`config.mk`:
```
export PLATFORM = sky130hd
export DESIGN_NAME = add_share_arbiter_flat
export DESIGN_NICKNAME = d
export VERILOG_FILES = /design/src/rtl/add_share_if.sv /design/src/rtl/add_share_arbiter.sv /design/src/flat_wrapper.sv
export SDC_FILE = /design/constraint.sdc
export NUM_CORES = 1
export LEC_CHECK = 0
export BUFFER_PORTS_ARGS = -buffer_cell sky130_fd_sc_hd__buf_2
export CAP_MARGIN = 30
export CORE_UTILIZATION = 48
export CTS_BUF_LIST = sky130_fd_sc_hd__clkbuf_8
export DETAILED_ROUTE_END_ITERATION = 12
export PLACE_DENSITY = 0.81
export REMOVE_ABC_BUFFERS = 1
export SLEW_MARGIN = 10
export SYNTH_ARGS = -nofsm -noshare
export SYNTH_HDL_FRONTEND = slang
export SYNTH_SLANG_ARGS = --single-unit
```
`constraint.sdc`:
```
create_clock -name clk -period 4.1 [get_ports clk]
set_input_delay 0.205 -clock clk [delete_from_list [all_inputs] [get_ports clk]]
set_output_delay 0.205 -clock clk [all_outputs]
set_load 0.005 [all_outputs]
```
`src/rtl/add_share_if.sv`:
```
// add_share_if: bundle between the four clients and the shared-adder arbiter.
//   req       : per-requester request (client -> arbiter)
//   a_bus     : operand A, requester i on [i*N +: N] (client -> arbiter)
//   b_bus     : operand B, same packing (client -> arbiter)
//   gnt       : one-hot grant pulse (arbiter -> client)
//   rsp_valid : result valid pulse (arbiter -> client)
//   rsp_id    : owner of the current result (arbiter -> client)
//   sum_out   : registered sum (arbiter -> client)
//   cout_out  : registered carry-out (arbiter -> client)
interface add_share_if #(parameter int N = 8);
  logic [3:0]     req;
  logic [4*N-1:0] a_bus;
  logic [4*N-1:0] b_bus;
  logic [3:0]     gnt;
  logic           rsp_valid;
  logic [1:0]     rsp_id;
  logic [N-1:0]   sum_out;
  logic           cout_out;

  modport master (output req, a_bus, b_bus,
                  input  gnt, rsp_valid, rsp_id, sum_out, cout_out);
  modport slave  (input  req, a_bus, b_bus,
                  output gnt, rsp_valid, rsp_id, sum_out, cout_out);
endinterface

```
`src/rtl/add_share_arbiter.sv`:
```
// add_share_arbiter: round-robin arbiter sharing one N-bit ripple-carry adder
// among four requesters. A grant latches the winner's operands; the next cycle
// the sum/carry are registered and returned with the winner's ID.
//   clk : clock, rising edge
//   rst : synchronous active-high reset
//   bus : add_share_if.slave (req/a_bus/b_bus in; gnt/rsp_* /sum_out/cout_out out)
// Optional: define ADD_SHARE_SAT_EN to saturate sum_out to all ones on carry-out
// (cout_out still reports the raw carry).

module add_share_fa (
  input  logic a,
  input  logic b,
  input  logic ci,
  output logic s,
  output logic co
);
  assign s  = a ^ b ^ ci;
  assign co = (a & b) | (ci & (a ^ b));
endmodule

module add_share_arbiter #(
  parameter int N = 8
) (
  input  logic        clk,
  input  logic        rst,
  add_share_if.slave  bus
);
  typedef enum logic [1:0] {IDLE, CALC, RESP} state_t;

  state_t       state_q, state_d;
  logic [N-1:0] opa_q, opa_d, opb_q, opb_d;
  logic [1:0]   win_q, win_d, ptr_q, ptr_d;
  logic [3:0]   gnt_q, gnt_d;
  logic         vld_q, vld_d;
  logic [1:0]   id_q, id_d;
  logic [N-1:0] sum_q, sum_d;
  logic         cout_q, cout_d;

  // unpack per-requester operand slices
  logic [N-1:0] a_sl [4];
  logic [N-1:0] b_sl [4];
  for (genvar i = 0; i < 4; i++) begin : g_sl
    assign a_sl[i] = bus.a_bus[i*N +: N];
    assign b_sl[i] = bus.b_bus[i*N +: N];
  end

  // shared ripple-carry adder, carry-in tied low
  logic [N:0]   c;
  logic [N-1:0] sum_w;
  assign c[0] = 1'b0;
  for (genvar i = 0; i < N; i++) begin : g_fa
    add_share_fa u_fa (
      .a (opa_q[i]),
      .b (opb_q[i]),
      .ci(c[i]),
      .s (sum_w[i]),
      .co(c[i+1])
    );
  end

  // round-robin pick: scan from ptr upward; iterate the offsets downward so
  // the nearest requester is the last (winning) assignment
  logic [1:0] win_w, idx;
  always_comb begin
    win_w = ptr_q;
    idx   = ptr_q;
    for (int k = 3; k >= 0; k--) begin
      idx = ptr_q + 2'(k);
      if (bus.req[idx]) win_w = idx;
    end
  end

  always_comb begin
    state_d = state_q;
    opa_d   = opa_q;
    opb_d   = opb_q;
    win_d   = win_q;
    ptr_d   = ptr_q;
    gnt_d   = '0;
    vld_d   = 1'b0;
    id_d    = id_q;
    sum_d   = sum_q;
    cout_d  = cout_q;
    case (state_q)
      IDLE, RESP: begin
        if (|bus.req) begin
          gnt_d   = 4'b0001 << win_w;
          win_d   = win_w;
          opa_d   = a_sl[win_w];
          opb_d   = b_sl[win_w];
          ptr_d   = win_w + 2'd1;
          state_d = CALC;
        end else begin
          state_d = IDLE;
        end
      end
      CALC: begin
`ifdef ADD_SHARE_SAT_EN
        sum_d   = c[N] ? '1 : sum_w;
`else
        sum_d   = sum_w;
`endif
        cout_d  = c[N];
        id_d    = win_q;
        vld_d   = 1'b1;
        state_d = RESP;
      end
      default: state_d = IDLE;
    endcase
  end

  always_ff @(posedge clk) begin
    if (rst) begin
      state_q <= IDLE;
      opa_q   <= '0;
      opb_q   <= '0;
      win_q   <= '0;
      ptr_q   <= '0;
      gnt_q   <= '0;
      vld_q   <= 1'b0;
      id_q    <= '0;
      sum_q   <= '0;
      cout_q  <= 1'b0;
    end else begin
      state_q <= state_d;
      opa_q   <= opa_d;
      opb_q   <= opb_d;
      win_q   <= win_d;
      ptr_q   <= ptr_d;
      gnt_q   <= gnt_d;
      vld_q   <= vld_d;
      id_q    <= id_d;
      sum_q   <= sum_d;
      cout_q  <= cout_d;
    end
  end

  assign bus.gnt       = gnt_q;
  assign bus.rsp_valid = vld_q;
  assign bus.rsp_id    = id_q;
  assign bus.sum_out   = sum_q;
  assign bus.cout_out  = cout_q;
endmodule

```
`src/flat_wrapper.sv`:
```
// flat-port wrapper written by rule: the top's interface ports become plain ports
module add_share_arbiter_flat 
#(
  parameter int N = 8
)
  (clk, rst, bus_req, bus_a_bus, bus_b_bus, bus_gnt, bus_rsp_valid, bus_rsp_id, bus_sum_out, bus_cout_out);
  add_share_if #(.N(N)) bus_i ();
  input  logic clk;
  input  logic rst;
  input wire logic [$bits(bus_i.req)-1:0] bus_req;
  input wire logic [$bits(bus_i.a_bus)-1:0] bus_a_bus;
  input wire logic [$bits(bus_i.b_bus)-1:0] bus_b_bus;
  output wire logic [$bits(bus_i.gnt)-1:0] bus_gnt;
  output wire logic [$bits(bus_i.rsp_valid)-1:0] bus_rsp_valid;
  output wire logic [$bits(bus_i.rsp_id)-1:0] bus_rsp_id;
  output wire logic [$bits(bus_i.sum_out)-1:0] bus_sum_out;
  output wire logic [$bits(bus_i.cout_out)-1:0] bus_cout_out;
  assign bus_i.req = bus_req;
  assign bus_i.a_bus = bus_a_bus;
  assign bus_i.b_bus = bus_b_bus;
  assign bus_gnt = bus_i.gnt;
  assign bus_rsp_valid = bus_i.rsp_valid;
  assign bus_rsp_id = bus_i.rsp_id;
  assign bus_sum_out = bus_i.sum_out;
  assign bus_cout_out = bus_i.cout_out;
  add_share_arbiter #(.N(N)) u_core (.clk(clk), .rst(rst), .bus(bus_i));
endmodule
```
Word level (Yosys, flattened, before mapping)
Index checks and enable logic that the tools add are counted.

storage, ports and cells
  bits in registers = 38
  input bits = 70
  word-level logic and storage cells = 88

cells by class
  add/subtract/negate cells = 4
  $lt $le $gt $ge = 5
  equality and inequality tests = 2
  shift operators = 1
  multiplexer cells = 21
  bitwise operators = 40
  reductions and logical operators = 5

operator list
  operator             count
  $bmux 8 s2           2
  $mux 8               4
  $and 1x1->1          15
  $xor 1x1->1          15
  $lt 2x3->1 const B   4
  $bmux 1 s2           4
  $mux 2               4
  $or 1x1->1           7
  $mux 1               6
  $add 2x1->2 const B  2
  $add 2x2->2 const B  2
  $pmux 2 s2           1
  $reduce_or 4->1      1
  $shl 1x2->4 const A  1
  $ge 3x3->1 const B   1
  $not 2->3            1
  $reduce_or 3->1      1
  $eq 2x1->1 const B   1
  $eq 2x2->1 const B   1
  $logic_not 2->1      1
  $not 1->1            2
  $reduce_and 2->1     1
  $reduce_or 2->1      1

Logic depth before layout (Yosys ltp)
Gate-level depths: netlist of the first run.

  depth after elaboration = 15
  mapped depth = 10
  depth with buffers taken out = 10

Modules after synthesis
From an unflattened synthesis of the first run, not the netlist that was laid out.

second synthesis, totals
  cell total of the unflattened synthesis = 271
  area, all modules = 2164.6 um^2

modules (own cells, without submodules)
  module             times used  cells each  area an instance (um^2)
  add_share_arbiter  1           263         2004.4
  add_share_fa       8           1           20.0

Worst setup path after synthesis of the first run
No wires, ideal clock.

  path kind = reg2reg
  from = register u_core.opa_q[0]
  to = register u_core.sum_q[7], in the netlist u_core.bus.sum_out[7]
  library setup time = 0.086 ns
  arrival = 3.369 ns
  data required time = 4.014 ns
  setup slack = 0.646 ns
  cell stages (with the launch flop) = 11
  period minus slack after synthesis = 3.454 ns
  path through = dfxtp_1 ha_1 fa_1 fa_1 fa_1 fa_1 fa_1 fa_1 inv_1 fa_1 a211oi_1

on the way
  longest elaborated chain between the ends = 14

RTL lines
  what                       line                      source
  start, declared            add_share_arbiter.sv:31   logic [N-1:0] opa_q, opa_d, opb_q, opb_d;
  start signal, assigned     add_share_arbiter.sv:126  opa_q <= opa_d;
  $and 1x1->1 (2 in series)  add_share_arbiter.sv:18   assign co = (a & b) | (ci & (a ^ b));
  $or 1x1->1                 add_share_arbiter.sv:18
  $and 1x1->1                add_share_arbiter.sv:18
  $or 1x1->1                 add_share_arbiter.sv:18
  $and 1x1->1                add_share_arbiter.sv:18
  $or 1x1->1                 add_share_arbiter.sv:18
  $and 1x1->1                add_share_arbiter.sv:18
  $or 1x1->1                 add_share_arbiter.sv:18
  $and 1x1->1                add_share_arbiter.sv:18
  $or 1x1->1                 add_share_arbiter.sv:18
  $and 1x1->1                add_share_arbiter.sv:18
  $or 1x1->1                 add_share_arbiter.sv:18
  $xor 1x1->1                add_share_arbiter.sv:17   assign s = a ^ b ^ ci;
  end signal, assigned       add_share_arbiter.sv:133  sum_q <= sum_d;
  end, declared              add_share_arbiter.sv:36   logic [N-1:0] sum_q, sum_d;

No other way between the ends.
A chain may end at the register's enable or synchronous reset.

Worst setup path in the final report of the first run
Same ends and word-level chain as after synthesis.

==> results.json, run 1 <==
{
  "hp-class": "input pin to flop",
  "antenna_left": 0,
  "slowest_delay_ns": 0.42,
  "first_global_vias": 1438,
  "rsz0062_at_grt": "false",
  "post-route-period-util_pct": 88.72,
  "via_per_inst": 5.090,
  "cts_max_level": 2,
  "die_area_mm2": 0.004226,
  "drcViolationCount": 0,
  "diodes": 0,
  "post-route-util_pct": 64.67,
  "finalWeightedCongestion": 0.8111,
  "cts_hold_buf": 0,
  "total_power_mw": 1.014,
  "synth_area_leaders": "dfxtp_1 (40%), mux2i_1 (18%), fa_1 (7.4%)",
  "cpMaxStageDelayCell": "fa_1",
  "p_leak_nw": 1.144,
  "clock_path_buffers": 2,
  "synthMostInstantiatedCell": "dfxtp_1",
  "max_freq_mhz": 274.9,
  "relSlewSlack_pct": 44.02,
  "timing.setup.tns_ns": 0,
  "initialDrtViolationCount": 65,
  "maxCapViolCount": 0,
  "cts_num_sinks": 38,
  "post_cts_buffers": 0,
  "synthToLayoutAreaGrowth_pct": 27.05,
  "multi_input_area_mm2": 0.001044,
  "die_x_um": 65.01,
  "crit_family": "adder cells",
  "yosysWarningCount": 0,
  "yosys.cell_types.count": 28,
  "insertion_delay_ns": 0.29,
  "hold_viol": 0,
  "grt.overflow.total": 0,
  "cp_num_buf_inv": 1,
  "ys_seq_area_share_pct": 39.92,
  "status": "finished clean",
  "layout_min_cycle_time_ns": 3.638,
  "placed_cell_area_mm2": 0.002312,
  "grt_pass1_wl_um": 6272,
  "fillCellCount": 338,
  "antenna_found_initial": 0,
  "cts_tree": "done",
  "setup_viol": 0,
  "grt_usage_pct": 19.73,
  "end_kind": "flop",
  "yosysTopAreaCellShare_pct": 39.92,
  "vias": 1649,
  "wirelength_um": 3846,
  "vdd_drop_max_uv": 275.3,
  "place.port_buffers": 85,
  "root_buffer": "clkbuf_8",
  "yosys-top-cells-count": "dfxtp_1 (38), nand2_1 (35), mux2i_1 (34)",
  "path_cells": "ha_1 > fa_1 > fa_1 > fa_1 > fa_1 > fa_1 > fa_1 > inv_1 > fa_1 > a211oi_1",
  "required_ns": 4.31,
  "layout.nets": 353,
  "dieHeight_um": 65.01,
  "cts.clk_slew.worst_paths_ns": 0.08,
  "cp-start-kind": "flop",
  "io_pins": 86,
  "first_pass_iters": 4,
  "synth_seq_cells": 38,
  "finalMaxSlewViolations": 0,
  "fin_skew_ns": 0.008578,
  "post_drt_wl_per_cell_um": 11.87,
  "async_flop_share_pct": 0,
  "seqCellArea_um2": 760.7,
  "synth_top_cell_by_area": "dfxtp_1",
  "synth-edff-count": 0,
  "initial_core_util_pct": 50.90,
  "core_area_mm2": 0.003744,
  "critPathMostFrequentCell": "fa_1",
  "powerDensity_mw_per_mm2": 419.0,
  "avgSynthCellArea_um2": 9.823,
  "worstPathArrival_ns": 3.85,
  "cp_max_fo": 2,
  "max_slew.worst_pin.slew_ns": 0.8380,
  "syn-cell-area_mm2": 0.001906,
  "grt_max_degree": 37,
  "synth_flop_cell": "dfxtp_1",
  "drive_above_1_share_pct": 35.14,
  "cts-resized-gates": 0,
  "final_cell_area_mm2": 0.002421,
  "dp_hpwl_um": 2843,
  "critPathKind": "flop to flop",
  "synthCells": 194,
  "row_count": 22,
  "cts_buffers": 5
}
-- tightest hold or removal path, cell delays in order --
cell	delay, ns
buf_2	0.07
mux2i_1	0.05
o221ai_1	0.13
-- layer usage --
layer | global-route usage [%] | up-vias | wire length [µm]
met5 | 0 | - | 0
met4 | 5.833 | 0 | 39
met3 | 5.106 | 5 | 235
met2 | 35.29 | 54 | 1966
met1 | 22.78 | 740 | 1604
li1 | - | 850 | -
-- cell families (layout without fill, tap and decap cells) --
group                    count (synthesis)  in the layout  share of synthesized area [%]
AND/OR/NAND/NOR                         61             61                          14.51
buffers and inverters                   16             98                          5.318
multiplexers                            34             34                          17.86
XOR/XNOR                                 1              1                         0.4597
flip-flops                              38             38                          39.92
adder cells (fa/ha/maj)                  8              8                          8.010
AO/OA/AOI/OAI                           36             36                          13.92
-- final timing paths --
path,start,to,slack [ns],depth (start not counted)
setup / recovery,u_core.opa_q[0],u_core.bus.sum_out[7],0.46,10
hold / removal,bus_b_bus[5],u_core.opb_q[5],0.22,3
setup reg to reg,u_core.opa_q[0],u_core.bus.sum_out[7],0.46,10
hold reg to reg,u_core.bus.sum_out[5],u_core.bus.sum_out[5],0.45,2
-- cell type report --
cell class	count	area share (%)
clock inverters	3	1.654
well taps	48	2.481
repair buffers	86	17.88
flip-flops and latches	38	31.42
clock buffers	5	2.842
multi-input cells	140	43.10
inverters	4	0.6202
-- cell usage in the layout (no fill, tap or decap), types with 4 or more instances in the layout --
master,n
a21oi_1,12
fa_1,7
nor2_1,14
mux2i_1,34
inv_1,4
buf_2,85
dfxtp_1,38
nand2_1,35
o221ai_1,16
clkbuf_8,5
-- stage by stage --
step                hold WS, ns  worst slack (ns)  cells
CTS                      0.2220            0.4265    324
global placement         0.4393            0.5602    315
global route             0.2383            0.3375    324
finish                   0.2183            0.4623    324
detailed placement       0.4475            0.4657    316
floorplan                0.2696            0.6457    182
-- flip-flops by register name, indices dropped and copies added, names as in the netlist --
register / count
u_core.bus.sum_out: 8
u_core.opb_q: 8
u_core.bus.gnt: 4
u_core.win_q: 2
u_core.bus.cout_out: 1
u_core.state_q: 2
u_core.bus.rsp_id: 2
u_core.opa_q: 8
u_core.bus.rsp_valid: 1
u_core.ptr_q: 2
-- report_power, final --
part | total, mW | leakage, nW | internal, mW | switching (mW)
logic | 0.257 | 0.773 | 0.127 | 0.130
clock network | 0.308 | 0.0579 | 0.179 | 0.129
registers | 0.450 | 0.313 | 0.419 | 0.0316
total | 1.01 | 1.14 | 0.724 | 0.290
Power figures use the tool's default switching activity.
==> run 2: changes to the inputs <==
PLACE_DENSITY = 0.8   (was 0.81)
==> results.json, run 2 (same netlist as run 1, synthesis figures left out) <==
{
  "synthToLayoutAreaGrowth_pct": 26.13,
  "max_freq_mhz": 276.3,
  "rsz0062_at_grt": "false",
  "dp_hpwl_um": 2885,
  "cts_tree": "done",
  "cts_max_level": 2,
  "hp-class": "input pin to flop",
  "powerDensity_mw_per_mm2": 399.7,
  "antenna_found_initial": 0,
  "status": "finished clean",
  "layout_common_cells": "buf_2 (85), dfxtp_1 (38), nand2_1 (35), mux2i_1 (34), o221ai_1 (16)",
  "first_pass_iters": 4,
  "core_area_mm2": 0.003744,
  "grt_pass1_wl_um": 6465,
  "maxCapViolCount": 0,
  "cts.clk_slew.worst_paths_ns": 0.07,
  "initialDrtViolationCount": 50,
  "setup_viol": 0,
  "end_kind": "flop",
  "reg2reg_to": "u_core.bus.sum_out[7]",
  "cp_max_fo": 2,
  "drive_above_1_share_pct": 34.78,
  "cts_buffers": 5,
  "layout.nets": 353,
  "post_cts_buffers": 0,
  "placed_cells": 316,
  "cts_num_sinks": 38,
  "worstRegToRegCells": 10,
  "post-route-period-util_pct": 88.26,
  "p_clk_share_pct": 26.5,
  "pre_cts_slack_ns": 0.4801,
  "cts-resized-gates": 0,
  "insertion_delay_ns": 0.28,
  "worst_slack_ns": 0.4814,
  "holdPathStages": 3,
  "initial_core_util_pct": 50.90,
  "row_count": 22,
  "grt.overflow.total": 0,
  "first_global_vias": 1554,
  "root_buffer": "clkbuf_8",
  "critPathKind": "flop to flop",
  "post-route-util_pct": 64.20,
  "worstPathArrival_ns": 3.82,
  "die_x_um": 65.01,
  "p_leak_nw": 1.138,
  "hold_viol": 0,
  "finalWeightedCongestion": 0.7717,
  "final_cells": 324,
  "relSlewSlack_pct": 42.07,
  "reg2reg_slack_ns": 0.48,
  "internal_power_mw": 0.6781,
  "io_pins": 86,
  "grt_max_degree": 37,
  "timing.setup.tns_ns": 0,
  "worstReg2RegStart": "u_core.opa_q[0]",
  "total_power_mw": 0.9608,
  "via_per_inst": 5.133,
  "grt_usage_pct": 19.77,
  "vdd_drop_max_uv": 275.8,
  "layout_min_cycle_time_ns": 3.619,
  "drcViolationCount": 0,
  "finalMaxSlewViolations": 0,
  "top_usage_layer": "met2",
  "whs_endpoint": "u_core.opb_q[5]",
  "switching_power_mw": 0.2827,
  "cp-start-kind": "flop",
  "required_ns": 4.30,
  "vias": 1663,
  "dieHeight_um": 65.01,
  "fin_skew_ns": 0.003745,
  "p_comb_share_pct": 26.6,
  "final_common_cell": "buf_2",
  "seqPwrFrac_pct": 46.9,
  "hp-start": "bus_b_bus[5]",
  "wirelength_um": 3871,
  "diodes": 0,
  "clock_path_buffers": 2,
  "cts_hold_buf": 0,
  "max_slew.worst_pin.slew_ns": 0.8672,
  "post_drt_wl_per_cell_um": 11.95,
  "antenna_left": 0,
  "die_area_mm2": 0.004226,
  "use_met1_pct": 21.69,
  "place.port_buffers": 85,
  "grt_use_met3_pct": 6.162,
  "grtUsageMet2_pct": 35.29,
  "swShare_pct": 29.42
}
==> run 2: power by group through the flow <==
stage	registers (mW)	logic, mW	clock network (mW)
after floorplan	0.455	0.171	0
after global placement	0.456	0.251	0
after detailed placement	0.459	0.260	0
after CTS	0.451	0.260	0.262
after global routing	0.457	0.290	0.279
final	0.450	0.256	0.255
==> run 2: per-stage QoR <==
stage	hold WS, ns	cell area (µm²)
global route	0.2401	2404
global placement	0.4404	2305
detailed placement	0.4435	2312
finish	0.2210	2404
CTS	0.2160	2404
floorplan	0.2696	1819
==> run 2: how the worst max path moves through the flow <==
stage,startpoint,to,slack (ns),depth (start not counted)
2_1_floorplan,u_core.opa_q[0],u_core.bus.sum_out[7],0.65,10
3_3_place_gp,u_core.opa_q[0],u_core.bus.sum_out[7],0.56,10
3_5_place_dp,u_core.opa_q[0],u_core.bus.sum_out[7],0.48,10
4_1_cts,u_core.opa_q[0],u_core.bus.sum_out[7],0.46,10
5_1_grt,u_core.opa_q[0],u_core.bus.sum_out[7],0.34,10
6_report,u_core.opa_q[0],u_core.bus.sum_out[7],0.48,10
==> run 2: layout make-up <==
class / instances / area (µm²)
timing repair buffer: 86 / 432.9
multi-input combinational: 140 / 1044
inverter: 4 / 15.01
fill: 336 / 1340
sequential: 38 / 760.7
tap: 48 / 60.06
clock buffer: 6 / 82.58
clock inverter: 2 / 8.758
==> run 2: layer usage <==
layer	part of all wire, %	vias up	wire (µm)
li1	-	849	-
met1	44	752	1702
met2	49	58	1895
met3	6.0	4	234
met4	1.0	0	39
met5	0	-	0
==> run 2: critical path, stage by stage, from the launching register on <==
cell      delay, ns
dfxtp_1        0.32
ha_1           0.20
fa_1           0.39
fa_1           0.41
fa_1           0.39
fa_1           0.39
fa_1           0.39
fa_1           0.37
inv_1          0.08
fa_1           0.40
a211oi_1       0.20
==> run 3: changes to the inputs <==
clock period = 3.8 ns   (was 4.1 ns; I/O delays follow)
==> results.json, run 3 (same netlist as run 1, synthesis figures left out) <==
{
  "dp_hpwl_um": 2933,
  "root_buffer": "clkbuf_8",
  "final_cell_area_mm2": 0.002391,
  "cts_buffers": 5,
  "die_area_mm2": 0.004226,
  "io_pins": 86,
  "hold_viol": 0,
  "layout.nets": 353,
  "row_count": 22,
  "holdPathStages": 3,
  "powerDensity_mw_per_mm2": 424.8,
  "worstReg2RegStart": "u_core.opa_q[0]",
  "first_pass_iters": 4,
  "initial_core_util_pct": 50.90,
  "antenna_found_initial": 0,
  "drive_above_1_share_pct": 34.55,
  "grt_max_degree": 37,
  "cp_max_fo": 2,
  "cts_max_level": 2,
  "timing.setup.tns_ns": 0,
  "whs_ns": 0.1977,
  "maxCapViolCount": 0,
  "first_global_vias": 1505,
  "core_area_mm2": 0.003744,
  "initialDrtViolationCount": 66,
  "vdd_drop_max_uv": 273.3,
  "post_drt_wl_per_cell_um": 12.36,
  "max_freq_mhz": 272.5,
  "end_kind": "flop",
  "worstPathArrival_ns": 3.87,
  "rsz0062_at_grt": "false",
  "drcViolationCount": 0,
  "cp-start-kind": "flop",
  "placed_cell_area_mm2": 0.002312,
  "fillCellCount": 329,
  "wirelength_um": 3992,
  "clock_path_buffers": 2,
  "post-route-period-util_pct": 96.59,
  "relSlewSlack_pct": 43.45,
  "seqCellArea_um2": 760.7,
  "reg2reg_slack_ns": 0.13,
  "place.port_buffers": 85,
  "finalWeightedCongestion": 0.7655,
  "synthToLayoutAreaGrowth_pct": 25.48,
  "grt.overflow.total": 0,
  "dieHeight_um": 65.01,
  "die_x_um": 65.01,
  "cts_tree": "done",
  "max_slew.worst_pin.slew_ns": 0.8465,
  "p_leak_nw": 1.130,
  "reg2reg_to": "u_core.bus.sum_out[7]",
  "cts_num_sinks": 38,
  "worstRegToRegCells": 10,
  "hp-class": "input pin to flop",
  "total_power_mw": 1.016,
  "status": "finished clean",
  "finalMaxSlewViolations": 0,
  "critPathKind": "flop to flop",
  "critPathLaunch": "u_core.opa_q[0]",
  "insertion_delay_ns": 0.28,
  "grt_pass1_wl_um": 6513,
  "final_common_cell": "buf_2",
  "grt_usage_pct": 20.25,
  "via_per_inst": 5.161,
  "placed_cells": 316,
  "final_cells": 323,
  "required_ns": 4.00,
  "multi_input_area_mm2": 0.001046,
  "setup_viol": 0,
  "layout_min_cycle_time_ns": 3.670,
  "antenna_left": 0,
  "critPathCapture": "u_core.bus.sum_out[7]",
  "cts.clk_slew.worst_paths_ns": 0.07,
  "layout_common_cells": "buf_2 (85), dfxtp_1 (38), nand2_1 (35), mux2i_1 (34), o221ai_1 (16)",
  "diodes": 0,
  "vias": 1667,
  "fin_skew_ns": 0.003647
}
## run 3: cell types whose count changed in the layout (fill, tap and decap cells not counted), sizes merged
cell and change:
inv +1, clkbuf -1, clkinv -1
## run 3: where the power goes
| group | leakage [nW] | switching [mW] | internal, mW | total [mW] |
|---|---|---|---|---|
| registers | 0.313 | 0.0348 | 0.452 | 0.487 |
| clock network | 0.0466 | 0.128 | 0.121 | 0.249 |
| logic | 0.771 | 0.142 | 0.138 | 0.280 |
| total | 1.13 | 0.305 | 0.711 | 1.02 |
## run 3: layout make-up
cell class,count,share of cell area [%]
clock buffers,5,2.878
clock inverters,2,0.3140
inverters,4,0.6279
multi-input cells,140,43.75
flip-flops and latches,38,31.82
well taps,48,2.512
repair buffers,86,18.11
## run 3: per-stage QoR
stage,setup slack (ns),util [%]
3_3_place_gp,0.2580,61.56
3_5_place_dp,0.07309,61.76
2_1_floorplan,0.3457,-
6_report,0.1298,63.87
5_1_grt,0.02673,63.87
4_1_cts,0.05366,63.80
## run 3: worst min path at each step
stage / start / to / slack, ns
global route: bus_b_bus[5] / u_core.opb_q[5] / 0.21
finish: bus_b_bus[5] / u_core.opb_q[5] / 0.20
detailed placement: u_core.bus.sum_out[5] / u_core.bus.sum_out[5] / 0.45
global placement: u_core.bus.sum_out[0] / u_core.bus.sum_out[0] / 0.44
CTS: bus_b_bus[5] / u_core.opb_q[5] / 0.20
floorplan: rst / u_core.ptr_q[1] / 0.25
## run 3: what timing repair did
| item | CTS | global route |
|---|---|---|
| buffers inserted | 0 | 0 |
| endpoints found under the setup margin | 0 | 1 |
| hold buffers | 0 | 0 |
| resized for setup | 0 | 1 |
## run 3: worst max-delay path, stage by stage, from the launching register on
cell	delay [ns]
dfxtp_1	0.32
ha_1	0.20
fa_1	0.39
fa_1	0.41
fa_2	0.36
fa_1	0.41
fa_1	0.39
fa_1	0.37
inv_1	0.09
fa_1	0.41
a211oi_1	0.22
## run 3: per-layer routing
metal | vias to the layer above | GRT usage, % | wire length (µm)
li1 | 850 | - | -
met2 | 56 | 35.42 | 1998
met1 | 756 | 22.76 | 1688
met5 | - | 0 | 0
met3 | 5 | 7.394 | 258
met4 | 0 | 5.833 | 47
